**src/rtl/backtrack_ctrl.sv**
```systemverilog
// Trail-stack controller for chronological backtracking: records assignments, pops
// entries above a target level, then issues a forced flip. Optional: BT_STATS_EN.
module backtrack_ctrl #(
  parameter int VAR_NUM     = 8,
  parameter int VAR_NUM_LOG = 3,
  parameter int LVL_W       = 4
) (
  input  logic                   clk,
  input  logic                   rst,
  input  logic                   push_valid,
  output logic                   push_ready,
  input  logic [VAR_NUM_LOG-1:0] push_var,
  input  logic                   push_val,
  input  logic                   push_dec,
  input  logic                   bt_req,
  input  logic [LVL_W-1:0]       bt_level,
  output logic                   bt_busy,
  output logic                   bt_done,
  output logic                   unassign_valid,
  output logic [VAR_NUM_LOG-1:0] unassign_var,
  output logic                   flip_valid,
  output logic [VAR_NUM_LOG-1:0] flip_var,
  output logic                   flip_val,
  output logic [LVL_W-1:0]       cur_level,
  output logic [LVL_W-1:0]       trail_cnt,
  output logic                   full,
  output logic                   empty
`ifdef BT_STATS_EN
  ,
  output logic [15:0]            bt_count
`endif
);

  localparam logic [1:0] S_IDLE = 2'd0;
  localparam logic [1:0] S_POP  = 2'd1;
  localparam logic [1:0] S_DONE = 2'd2;

  logic [1:0]             state;
  logic [LVL_W-1:0]       lvl_q;
  logic                   cand_valid;
  logic [VAR_NUM_LOG-1:0] cand_var;
  logic                   cand_val;

  logic [VAR_NUM_LOG-1:0] t_var [VAR_NUM];
  logic                   t_val [VAR_NUM];
  logic [LVL_W-1:0]       t_lvl [VAR_NUM];
  logic                   t_dec [VAR_NUM];

  logic [VAR_NUM_LOG-1:0] wr_idx;
  logic [VAR_NUM_LOG-1:0] top_idx;
  logic                   pop_hit;
  logic                   push_fire;
  logic [LVL_W-1:0]       push_lvl;

  assign empty   = (trail_cnt == '0);
  assign full    = (trail_cnt == LVL_W'(VAR_NUM));
  assign wr_idx  = trail_cnt[VAR_NUM_LOG-1:0];
  assign top_idx = wr_idx - VAR_NUM_LOG'(1);

  // Gated by rst so the handshake stays closed while reset is held.
  assign push_ready = rst && (state == S_IDLE) && !full && !bt_req;
  assign push_fire  = push_valid && push_ready;
  assign push_lvl   = push_dec ? cur_level + LVL_W'(1) : cur_level;

  assign pop_hit = (state == S_POP) && !empty && (t_lvl[top_idx] > lvl_q);

  assign bt_busy        = (state == S_POP);
  assign bt_done        = (state == S_DONE);
  assign unassign_valid = pop_hit;
  assign unassign_var   = pop_hit ? t_var[top_idx] : '0;
  assign flip_valid     = bt_done && cand_valid;
  assign flip_var       = flip_valid ? cand_var : '0;
  assign flip_val       = flip_valid && !cand_val;

  always_ff @(posedge clk) begin
    if (push_fire) begin
      t_var[wr_idx] <= push_var;
      t_val[wr_idx] <= push_val;
      t_lvl[wr_idx] <= push_lvl;
      t_dec[wr_idx] <= push_dec;
    end
  end

  always_ff @(posedge clk or negedge rst) begin
    if (!rst) begin
      state      <= S_IDLE;
      trail_cnt  <= '0;
      cur_level  <= '0;
      lvl_q      <= '0;
      cand_valid <= 1'b0;
      cand_var   <= '0;
      cand_val   <= 1'b0;
    end else begin
      case (state)
        S_IDLE: begin
          if (bt_req) begin
            lvl_q <= bt_level;
            state <= S_POP;
          end else if (push_fire) begin
            trail_cnt <= trail_cnt + LVL_W'(1);
            cur_level <= push_lvl;
          end
        end
        S_POP: begin
          if (pop_hit) begin
            trail_cnt <= trail_cnt - LVL_W'(1);
            // Pops run top-down, so the last decision seen is the lowest one.
            if (t_dec[top_idx]) begin
              cand_valid <= 1'b1;
              cand_var   <= t_var[top_idx];
              cand_val   <= t_val[top_idx];
            end
          end else begin
            state <= S_DONE;
          end
        end
        S_DONE: begin
          cur_level  <= (lvl_q < cur_level) ? lvl_q : cur_level;
          cand_valid <= 1'b0;
          state      <= S_IDLE;
        end
        default: state <= S_IDLE;
      endcase
    end
  end

`ifdef BT_STATS_EN
  always_ff @(posedge clk or negedge rst) begin
    if (!rst) begin
      bt_count <= '0;
    end else if (state == S_DONE && bt_count != '1) begin
      bt_count <= bt_count + 16'd1;
    end
  end
`endif

endmodule
```
**config.mk**
```make
export PLATFORM = sky130hd
export DESIGN_NAME = backtrack_ctrl
export DESIGN_NICKNAME = d
export VERILOG_FILES = /design/src/rtl/backtrack_ctrl.sv
export SDC_FILE = /design/constraint.sdc
export NUM_CORES = 1
export LEC_CHECK = 0
export CAP_MARGIN = 20
export CORE_ASPECT_RATIO = 0.5
export CORE_MARGIN = 3
export CORE_UTILIZATION = 55
export DETAILED_ROUTE_END_ITERATION = 16
export HOLD_SLACK_MARGIN = 0.06
export PLACE_DENSITY_LB_ADDON = 0.15
export SLEW_MARGIN = 25
export SYNTH_ARGS = -nofsm -noshare
export SYNTH_HDL_FRONTEND = slang
export SYNTH_SLANG_ARGS = --single-unit
export TNS_END_PERCENT = 20
```
**constraint.sdc**
```tcl
create_clock -name clk -period 6.8 [get_ports clk]
set_input_delay 0.68 -clock clk [delete_from_list [all_inputs] [get_ports clk]]
set_output_delay 0.68 -clock clk [all_outputs]
set_load 0.005 [all_outputs]
```
==> flow_summary.json <==
{
  "outcome": "finished clean",
  "p_comb_share_pct": 42.8,
  "seq_power_share_pct": 34.2,
  "syn_to_final_growth_pct": 18.6,
  "diodes": 0,
  "path_cells": "buf_4 -> inv_1 -> ha_1 -> mux4_2 -> mux2_2 -> ha_1 -> nor2b_1 -> o211ai_1 -> a211o_4 -> nor2_1 -> clkdlybuf4s50_1",
  "ys_warn_count": 0,
  "gr-total-overflow": 0,
  "fin_setup_tns_ns": 0,
  "drv_slew": 0,
  "finalHoldViolations": 0,
  "cts_buffer_depth": 2,
  "nFillCells": 436,
  "synth_cells": 236,
  "first_iter_violations": 124,
  "cp_common_cell": "ha_1",
  "max_slew_margin_pct": 32.8,
  "fp.coreArea_mm2": 0.00688,
  "ys.flop_type": "edfxtp_1",
  "vias": 2147,
  "startpoint_type": "flop",
  "dr.pass1.iters": 4,
  "setup_viol": 0,
  "cp_data_arrival_time_ns": 4.34,
  "gp_congestion": 0.802,
  "grt_pass1_wl_um": 12400,
  "cts_buffers": 9,
  "hold_class": "in2async",
  "viasPerCell": 5.79,
  "layout_commonest_cell": "edfxtp_1",
  "critPathMaxStageDelay_ns": 0.84,
  "grt_max_degree": 27,
  "async_flop_share_pct": 20.9,
  "tritoncts": "done",
  "start_util_pct": 58.3,
  "die_y_um": 66.4,
  "end_kind": "output port",
  "p_int_mw": 1.48,
  "die_w_um": 127,
  "clock_skew_ns": 0.00705,
  "clock-sinks": 91,
  "fmax_ghz": 0.199,
  "tightest_slew_ns": 1.00,
  "vdd_drop_max_mv": 0.203,
  "hold_buffers": 0,
  "rows": 21,
  "final_cell_mix": "edfxtp_1, clkdlybuf4s50_1, dfrtp_1",
  "cp_slowest_cell": "ha_1",
  "dpl.hpwl_um": 5300,
  "rsz0062_at_grt": "false",
  "ant_nets": 0,
  "cp.required_ns": 6.12,
  "cts_root_buf": "clkbuf_16",
  "wl_per_cell_um": 21.1,
  "io_buffers": 34,
  "synth-seq-area-share_pct": 65.7,
  "antenna_found_initial": 0,
  "cp_max_fo": 26,
  "cap_violations": 0,
  "synthDistinctLibCells": 44,
  "nets": 299,
  "htree_levels": 3,
  "synth.avg_cell_area_um2": 17.0,
  "path_class": "reg2out",
  "syn_nets": 261,
  "post-route-period-util_pct": 73.8,
  "cts_repair_resize_count": 0,
  "wl_um": 7830,
  "p_sw_share_pct": 34.1,
  "p_per_area_mw_per_mm2": 473,
  "worstSkewPairLatency_ns": 0.34,
  "netlist_area_mm2": 0.00401,
  "power.total_mw": 2.25,
  "drive_above_1_share_pct": 21.5,
  "power.share.clock_pct": 23.0,
  "dieArea_mm2": 0.00842,
  "fin_crit_ns": 5.02,
  "power.leakage_nw": 1.75,
  "cts_setup_buffers": 0,
  "synth_edf_count": 72,
  "grt_pass1_vias": 2166,
  "p_switching_uw": 768,
  "drc": 0,
  "ios": 35,
  "ys_ff_latch": 91,
  "grt_use_total_pct": 20.6,
  "cts.clk_slew.worst_paths_ns": 0.07
}
==> worst max-delay path, delay by kind of cell, from the launching register on <==
family	cells	cell delay (ns)
and+or+nand+nor	2	0.26
adders and majority gates	2	1.14
buffers and inverters	3	1.08
muxes	2	0.69
DFF	1	0.32
AOI/OAI and AO/OA	2	0.50
==> state kept, by name (all words and copies together) (netlist names) <==
name,cells
cand_val,1
cand_valid,1
cand_var,3
cur_level,4
lvl_q,4
state,2
t_dec,8
t_lvl,32
t_val,8
t_var,24
trail_cnt,4
==> final timing paths <==
kind / start / endpoint / slack (ns) / depth (start not counted)
setup / recovery: trail_cnt[0]$_DFFE_PN0P_ / unassign_var[0] / 1.78 / 11
hold / removal: rst / cur_level[2]$_DFFE_PN0P_ / 0.29 / 1
setup reg to reg: trail_cnt[0]$_DFFE_PN0P_ / cand_val$_DFFE_PN0P_ / 2.77 / 11
hold reg to reg: trail_cnt[3]$_DFFE_PN0P_ / trail_cnt[3]$_DFFE_PN0P_ / 0.53 / 1
max in group asynchronous: rst / trail_cnt[0]$_DFFE_PN0P_ / 6.18 / 1
min in group clk: trail_cnt[3]$_DFFE_PN0P_ / trail_cnt[3]$_DFFE_PN0P_ / 0.53 / 1
==> synth_stat cells, types with 2 or more instances <==
cell	count	area, um^2
nor2b_1	2	12.5
nand2_1	8	30.0
nor2_1	10	37.5
nor3_1	4	20.0
a21oi_1	4	20.0
xnor2_1	5	43.8
nand2b_1	3	18.8
buf_2	2	10.0
xor2_1	2	17.5
edfxtp_1	72	2160
o21ai_0	7	35.0
and3_1	3	18.8
dfrtp_1	19	475
and2_1	2	12.5
mux4_2	18	405
inv_1	14	52.6
clkbuf_1	4	15.0
ha_1	11	138
nand3_1	2	10.0
mux2_2	5	56.3
buf_6	2	22.5
a21o_1	2	15.0
mux2i_1	14	140
==> power groups by stage <==
stage	clock [mW]	combinational [mW]	sequential, mW
after global routing	0.554	1.06	0.783
final	0.517	0.964	0.771
after CTS	0.527	0.977	0.771
after detailed placement	0	0.965	0.783
after global placement	0	0.924	0.778
after floorplan	0	0.709	0.759
==> kinds of logic after synthesis <==
group,count (synthesis),synth area share (%)
AO/OA/AOI/OAI,18,3.02
buffers and inverters,23,2.84
XOR/XNOR,8,2.21
adder cells (fa/ha/maj),12,3.93
multiplexers,40,16.0
flip-flops,91,65.7
AND/OR/NAND/NOR,44,6.27
==> metal layers <==
metal  up-vias  wire length (um)  global-route usage, %  part of all wire, %
li1        976                 -                      -                    -
met1      1097              3370                   28.5                   43
met2        70              3760                   31.7                   48
met3         4               659                   7.58                  8.4
met4         0                46                   4.41                 0.59
met5         -                 0                      0                    0
==> final cells by class <==
cell class / count / area, um^2 / area share (%)
Sequential cell: 91 / 2640 / 55.4
Clock inverter: 7 / 90.1 / 1.89
Timing Repair Buffer: 36 / 350 / 7.36
Inverter: 14 / 52.6 / 1.10
Clock buffer: 9 / 225 / 4.73
Tap cell: 92 / 115 / 2.42
Multi-Input combinational cell: 122 / 1290 / 27.1
==> stage by stage <==
step / std cells / cell area [um^2] / utilization (%) / hold slack, ns / setup WS, ns
final: 371 / 4760 / 69.2 / 0.286 / 1.78
after global routing: 371 / 4760 / 69.2 / 0.301 / 1.49
after CTS: 371 / 4760 / 69.2 / 0.527 / 1.71
after detailed placement: 355 / 4450 / 64.6 / 0.515 / 2.11
after global placement: 355 / 4450 / 64.6 / 0.505 / 2.22
after floorplan: 236 / 4010 / - / 0.384 / 2.91
Note: power is estimated with default switching activity, not from simulation.
